==> config.mk <==
export PLATFORM = sky130hd
export DESIGN_NAME = alu_arbiter
export DESIGN_NICKNAME = d
export VERILOG_FILES = /design/src/rtl/alu_arbiter.sv
export SDC_FILE = /design/constraint.sdc
export NUM_CORES = 1
export LEC_CHECK = 0
export ABC_AREA = 1
export BUFFER_PORTS_ARGS = -buffer_cell sky130_fd_sc_hd__clkbuf_2
export CORE_UTILIZATION = 25
export CTS_CLUSTER_SIZE = 28
export DETAILED_ROUTE_END_ITERATION = 8
export GPL_TIMING_DRIVEN = 0
export PLACE_DENSITY = 0.55
export SLEW_MARGIN = 20
export SYNTH_ARGS = -nofsm -noshare
export SYNTH_HDL_FRONTEND = slang
export SYNTH_SLANG_ARGS = --single-unit
==> constraint.sdc <==
create_clock -name clk -period 1.25 [get_ports clk]
set_input_delay 0.25 -clock clk [delete_from_list [all_inputs] [get_ports clk]]
set_output_delay 0.25 -clock clk [all_outputs]
set_load 0.05 [all_outputs]
==> src/rtl/alu_arbiter.sv <==
`timescale 1ns/1ps
`default_nettype none
// ============================================================================
//  Module   : alu_arbiter
//  Purpose  : Shares one combinational ALU between two requesters
//             (0 = execute path, 1 = branch/address path). One operation is
//             in flight at a time: IDLE accepts, EXEC lets the ALU settle on
//             registered operands, RESP presents the captured result.
//  Ports    : clk, rst (sync, active high)
//             req{0,1}_valid/ready, req{0,1}_a/_b (WIDTH), req{0,1}_ctr (CTR_W)
//             alu_busA/alu_busB/alu_ctr : registered ALU inputs
//             alu_out                   : combinational ALU result
//             rsp_valid/ready, rsp_data, rsp_zero, rsp_id : response channel
//  Config   : ALU_ARB_FIXED_PRIO_EN defined  -> requester 0 always wins
//             ALU_ARB_FIXED_PRIO_EN undefined -> round-robin on contention
//  Revision : 1.0 - initial release
// ============================================================================
module alu_arbiter #(
    parameter int WIDTH = 32,
    parameter int CTR_W = 2
) (
    input  logic             clk,
    input  logic             rst,
    input  logic             req0_valid,
    output logic             req0_ready,
    input  logic [WIDTH-1:0] req0_a,
    input  logic [WIDTH-1:0] req0_b,
    input  logic [CTR_W-1:0] req0_ctr,
    input  logic             req1_valid,
    output logic             req1_ready,
    input  logic [WIDTH-1:0] req1_a,
    input  logic [WIDTH-1:0] req1_b,
    input  logic [CTR_W-1:0] req1_ctr,
    output logic [WIDTH-1:0] alu_busA,
    output logic [WIDTH-1:0] alu_busB,
    output logic [CTR_W-1:0] alu_ctr,
    input  logic [WIDTH-1:0] alu_out,
    output logic             rsp_valid,
    input  logic             rsp_ready,
    output logic [WIDTH-1:0] rsp_data,
    output logic             rsp_zero,
    output logic             rsp_id
);

    typedef enum logic [1:0] {
        ST_IDLE = 2'd0,
        ST_EXEC = 2'd1,
        ST_RESP = 2'd2
    } state_t;

    state_t r_state;
    logic   w_grant1;
    logic   w_idle;

`ifdef ALU_ARB_FIXED_PRIO_EN
    // Requester 1 only wins when requester 0 is not asking.
    assign w_grant1 = req1_valid & ~req0_valid;
`else
    // Requester that was granted most recently; reset to 1 so that
    // requester 0 wins the first contention.
    logic r_last_grant;
    assign w_grant1 = req1_valid & (~req0_valid | ~r_last_grant);
`endif

    assign w_idle     = (r_state == ST_IDLE);
    assign req0_ready = w_idle & req0_valid & ~w_grant1;
    assign req1_ready = w_idle & w_grant1;

    always_ff @(posedge clk) begin
        if (rst) begin
            r_state   <= ST_IDLE;
            alu_busA  <= '0;
            alu_busB  <= '0;
            alu_ctr   <= '0;
            rsp_valid <= 1'b0;
            rsp_data  <= '0;
            rsp_zero  <= 1'b0;
            rsp_id    <= 1'b0;
`ifndef ALU_ARB_FIXED_PRIO_EN
            r_last_grant <= 1'b1;
`endif
        end else begin
            case (r_state)
                ST_IDLE: begin
                    if (req0_ready | req1_ready) begin
                        alu_busA <= w_grant1 ? req1_a   : req0_a;
                        alu_busB <= w_grant1 ? req1_b   : req0_b;
                        alu_ctr  <= w_grant1 ? req1_ctr : req0_ctr;
                        rsp_id   <= w_grant1;
`ifndef ALU_ARB_FIXED_PRIO_EN
                        r_last_grant <= w_grant1;
`endif
                        r_state  <= ST_EXEC;
                    end
                end
                ST_EXEC: begin
                    // Operands have been stable for a full cycle: sample result.
                    rsp_data  <= alu_out;
                    rsp_zero  <= (alu_out == '0);
                    rsp_valid <= 1'b1;
                    r_state   <= ST_RESP;
                end
                ST_RESP: begin
                    if (rsp_ready) begin
                        rsp_valid <= 1'b0;
                        r_state   <= ST_IDLE;
                    end
                end
                default: begin
                    rsp_valid <= 1'b0;
                    r_state   <= ST_IDLE;
                end
            endcase
        end
    end

endmodule
`default_nettype wire

# == After elaboration in Yosys (flattened, before gate mapping) ==
# Index checks and enable logic that the tools add are counted.
# word_totals
word_cells,36
reg_bits,104
output_inout_bits,103
inputBits,169
# op_classes
n_bitwise,10
eq_ne,4
muxes,8
reduce_logical,5
# ops
cell,count
2-to-1 mux 32 bit,2
logical NOT 32 bit,1
2-to-1 mux 2 bit,3
one-hot mux 2 bit (3 select lines),1
AND reduction 2 bit,3
AND 1 bit,4
NOT 1 bit,4
one-hot mux 1 bit (3 select lines),1
"== test 2 x 1 -> 1 bit, second input constant",1
"== test 2 bit, second input constant",1
logical NOT 2 bit,1
"!= test 2 x 1 -> 1 bit, second input constant",1
"!= test 2 bit, second input constant",1
OR 1 bit,2
2-to-1 mux 1 bit,1

# == Logic depth before layout (Yosys ltp) ==
# logic_depth
depth_word,8
ltp_mapped,9
ltp_nobuf,7

# == Worst setup path after synthesis ==
# Ideal clock, no wire load.
# synth_path
path_type,reg2out
from,reg r_last_grant
to,out req0_ready
stages_incl_launch_ff,6
path_buffers,1
t_required_ps,1000
path_slack_ps,-353
arrival_time_ps,1353
cell_sequence,dfxtp_1 -> nand2_1 -> nand2_2 -> inv_2 -> clkbuf_1 -> nor2_1
# synth_via
elab_chain_len,5
# synth_rtl
element,line_no,source
start: declaration,61,logic r_last_grant;
start signal: assignment,91,r_last_grant <= w_grant1;
NOT 1 bit,62,assign w_grant1 = req1_valid & (~req0_valid | ~r_last_grant);
OR 1 bit,62,
AND 1 bit,62,
NOT 1 bit,66,assign req0_ready = w_idle & req0_valid & ~w_grant1;
AND 1 bit,66,
end: declaration,25,"output logic req0_ready,"
# Every way passes these cells.

# == Worst setup path in the final report ==
# Ends and elaborated chain as after synthesis.

==> reports/results.txt <==
Gate Count Post-Synth - 561
Worst Hold Class - in -> reg
worst skew pair latency - 0.34 ns
port bufs - 270
critical path endpoint category - output pin
Area contributors post-synth - dfxtp_1, o211a_1, nand2_1
met1 usage - 18.7%
Ys Warns - 0
most used routing layer - met2
Crit. path cell count - 6
Leakage - 0.00394 uW
Unique masters post-synth - 20
Synth Area per Inst - 7.99 um^2
critical path's top delay family - buffers and inverters
DRT Pass-1 Iters - 4
fin util - 39.1%
Slowest cell on crit path - dfxtp_2
post-synthesis register bit count - 104
Internal Power - 6420 uW
Post-Synth Adder-Cell Area - 0%
CTS H-Tree Depth - 3
Core Area - 0.0174 mm^2
endpoints failing hold - 0
Largest stage delay, worst path - 0.35 ns
clock power share - 26.4%
Detailed Place HPWL - 11.7 mm
CP Data Required Time - 1.00 ns
share of cells above drive strength 1 - 41.0%
Slew HR - 66.9%
via count - 4,858
Iteration-0 DRC Markers - 168
reg-to-reg critical path endpoint - alu_busB[29]
setup ws final - -0.277 ns
die width - 136 um
Combinational Power Share - 35.9%
status - finished, violations left
proportion of synthesized area in mux cells - 0%
# IOs - 272
CP endpoint - req0_ready
Die ar. - 0.0185 mm^2
crit path cell chain - nand2_4, nand2_4, inv_6, clkbuf_16, nor2_4, clkbuf_16
RSZ-0062 raised after global routing - yes
critical path arrival - 1.28 ns
CP Class - reg -> out
first-pass GRT wire length - 22.5 mm
starting density of the core - 25.7%
largest net degree at the start of global routing - 17
number of global-route vias before repair - 4,380
period utilization - 122%
worst ir drop on vdd - 610 uV
largest family of logic cells by synthesized area - simple AND/OR/NAND/NOR gates
WL/cell - 14.2 um
endpoints failing setup - 69
pre-CTS WS - -0.499 ns
Worst Skew - 0.0100 ns
post-synth net total - 730
total congestion overflow - 0
Worst-Margin Slew - 0.497 ns
Reg2Reg Launch Point - r_state[0]
vias per cell - 4.48
fmax - 655 MHz
worst hold slack - 0.139 ns
Placed Area - 0.00612 mm^2
cts hold-fix bufs - 0
maxcap violations - 0
clock sink total - 104
Reg2Reg Depth - 8
Clock transition at path regs - 0.07 ns
drt drc - 0
Final Power - 10,400 uW
post-synth top area cell - dfxtp_1
Final Cell Area - 0.00681 mm^2
Critical Path Fanout Max - 4
GP Congestion - 0.809
clock root cell - clkbuf_16
initial antenna violation count - 0
HP Start - alu_out[7]
CP bufs+invs - 3
Die H - 136 um
Final min period - 1.53 ns
GR Layer Usage met2 - 27.9%
Seq pwr share - 37.7%
cell area after synthesis - 0.00448 mm^2
met3 usage - 3.02%
failing checks - setup timing
top-area cell type share of the netlist area - 46.5%
Clock Path Buffers - 2
DRT antenna net count - 0
CTS tree - done
layout net count - 1,024
Slew Viols, Final - 0
Compound-Gate Fraction of Synth Area - 20.8%
Critical Path Source Type - flip-flop
Worst R2R Setup Slack - -0.18 ns
Post-Synth XOR/XNOR Area - 0%
drt total wl - 15.4 mm
register area share after synthesis - 46.5%
Global Route Usage Sum - 15.8%
row cnt - 48
Synth Area in Simple Gates - 25.0%
TritonCTS Buffers - 9
Sw Share - 38.2%
Switch Pwr - 3970 uW
area grow syn2layout - 52.0%
Pwr Density - 1520 mW/mm^2
# diodes - 0
crit path launch - r_last_grant
## layer usage
layer	up-vias	share of wire, %
li1	2485	-
met1	2207	43
met4	0	1.8
met2	150	50
met3	16	5.7
met5	-	0
## worst register-to-register path, stage by stage, from the launching register on
cell and delay, ns:
dfxtp_4 0.35, nor2_4 0.15, buf_6 0.12, nand2_4 0.07, nand2_8 0.14, buf_12 0.16
clkbuf_16 0.15, nand3_1 0.07, o211a_1 0.11
## state kept, by name (all words and copies together) (netlist names)
register      cells
rsp_data         32
alu_busB         32
r_last_grant      1
rsp_zero          1
alu_busA         32
r_state           2
rsp_id            1
alu_ctr           2
rsp_valid         1
## power groups by stage
stage | sequential [uW] | combinational, uW | clock (uW)
after floorplan | 5340 | 1070 | 0
after global placement | 3990 | 3430 | 0
after detailed placement | 4000 | 3430 | 0
after CTS | 3930 | 3540 | 2840
after global routing | 3970 | 3970 | 2980
final | 3920 | 3720 | 2740
## cells by family (layout without fill, tap and decap cells)
| family | count (synthesis) | count (layout) |
|---|---|---|
| simple gates | 267 | 267 |
| flops | 104 | 104 |
| buf+inv | 70 | 369 |
| compound gates | 120 | 120 |
## through the flow
stage	setup TNS [ns]	cells
floorplan	0	561
global placement	-26.18	1056
detailed placement	-27.77	1056
CTS	-16.16	1077
global route	-13.26	1085
finish	-9.10	1085
## Yosys cell counts
cell        n
nand3_1    69
inv_1      20
or3_1       1
nand2_2     3
nand4_1     1
buf_6       8
a21oi_1    23
inv_2       5
nand2_1   150
o211a_1    66
nand2_4     1
nor3_1      2
buf_4       1
clkbuf_1   17
dfxtp_1   104
buf_2      19
nor2_1     39
o21ai_1    19
nor2_4      1
o21ai_0    12
## final cells by class
class                   count  area (um^2)
fillers                  1836        10600
multi-input cells         387         2110
flip-flops and latches    104         2090
repair buffers            283         1580
plain buffers              45          370
well taps                 225          282
clock buffers              13          260
inverters                  25          101
clock inverters             3         26.3
## cell usage in the layout (no fill, tap or decap), types with 17 or more instances in the layout
cell and count:
clkbuf_2 222, nand2_1 148, dfxtp_1 101, nand3_1 67
o211a_1 66, buf_2 51, nor2_1 38, a21oi_1 23
inv_1 19, o21ai_1 19, buf_4 17
## timing repair
action	CTS	global route
setup buffers	5	4
cloned	0	4
pin swaps	1	4
resized for setup	34	94
setup endpoints to repair	100	128
## worst min-delay path by stage
stage	end	slack (ns)	depth (start not counted)
after global placement	rsp_valid	0.45	2
after detailed placement	rsp_valid	0.46	2
after floorplan	rsp_data[3]	0.40	2
after global routing	rsp_data[10]	0.14	3
final	rsp_data[7]	0.14	3
after CTS	rsp_data[7]	0.12	3
Power figures use the tool's default switching activity.
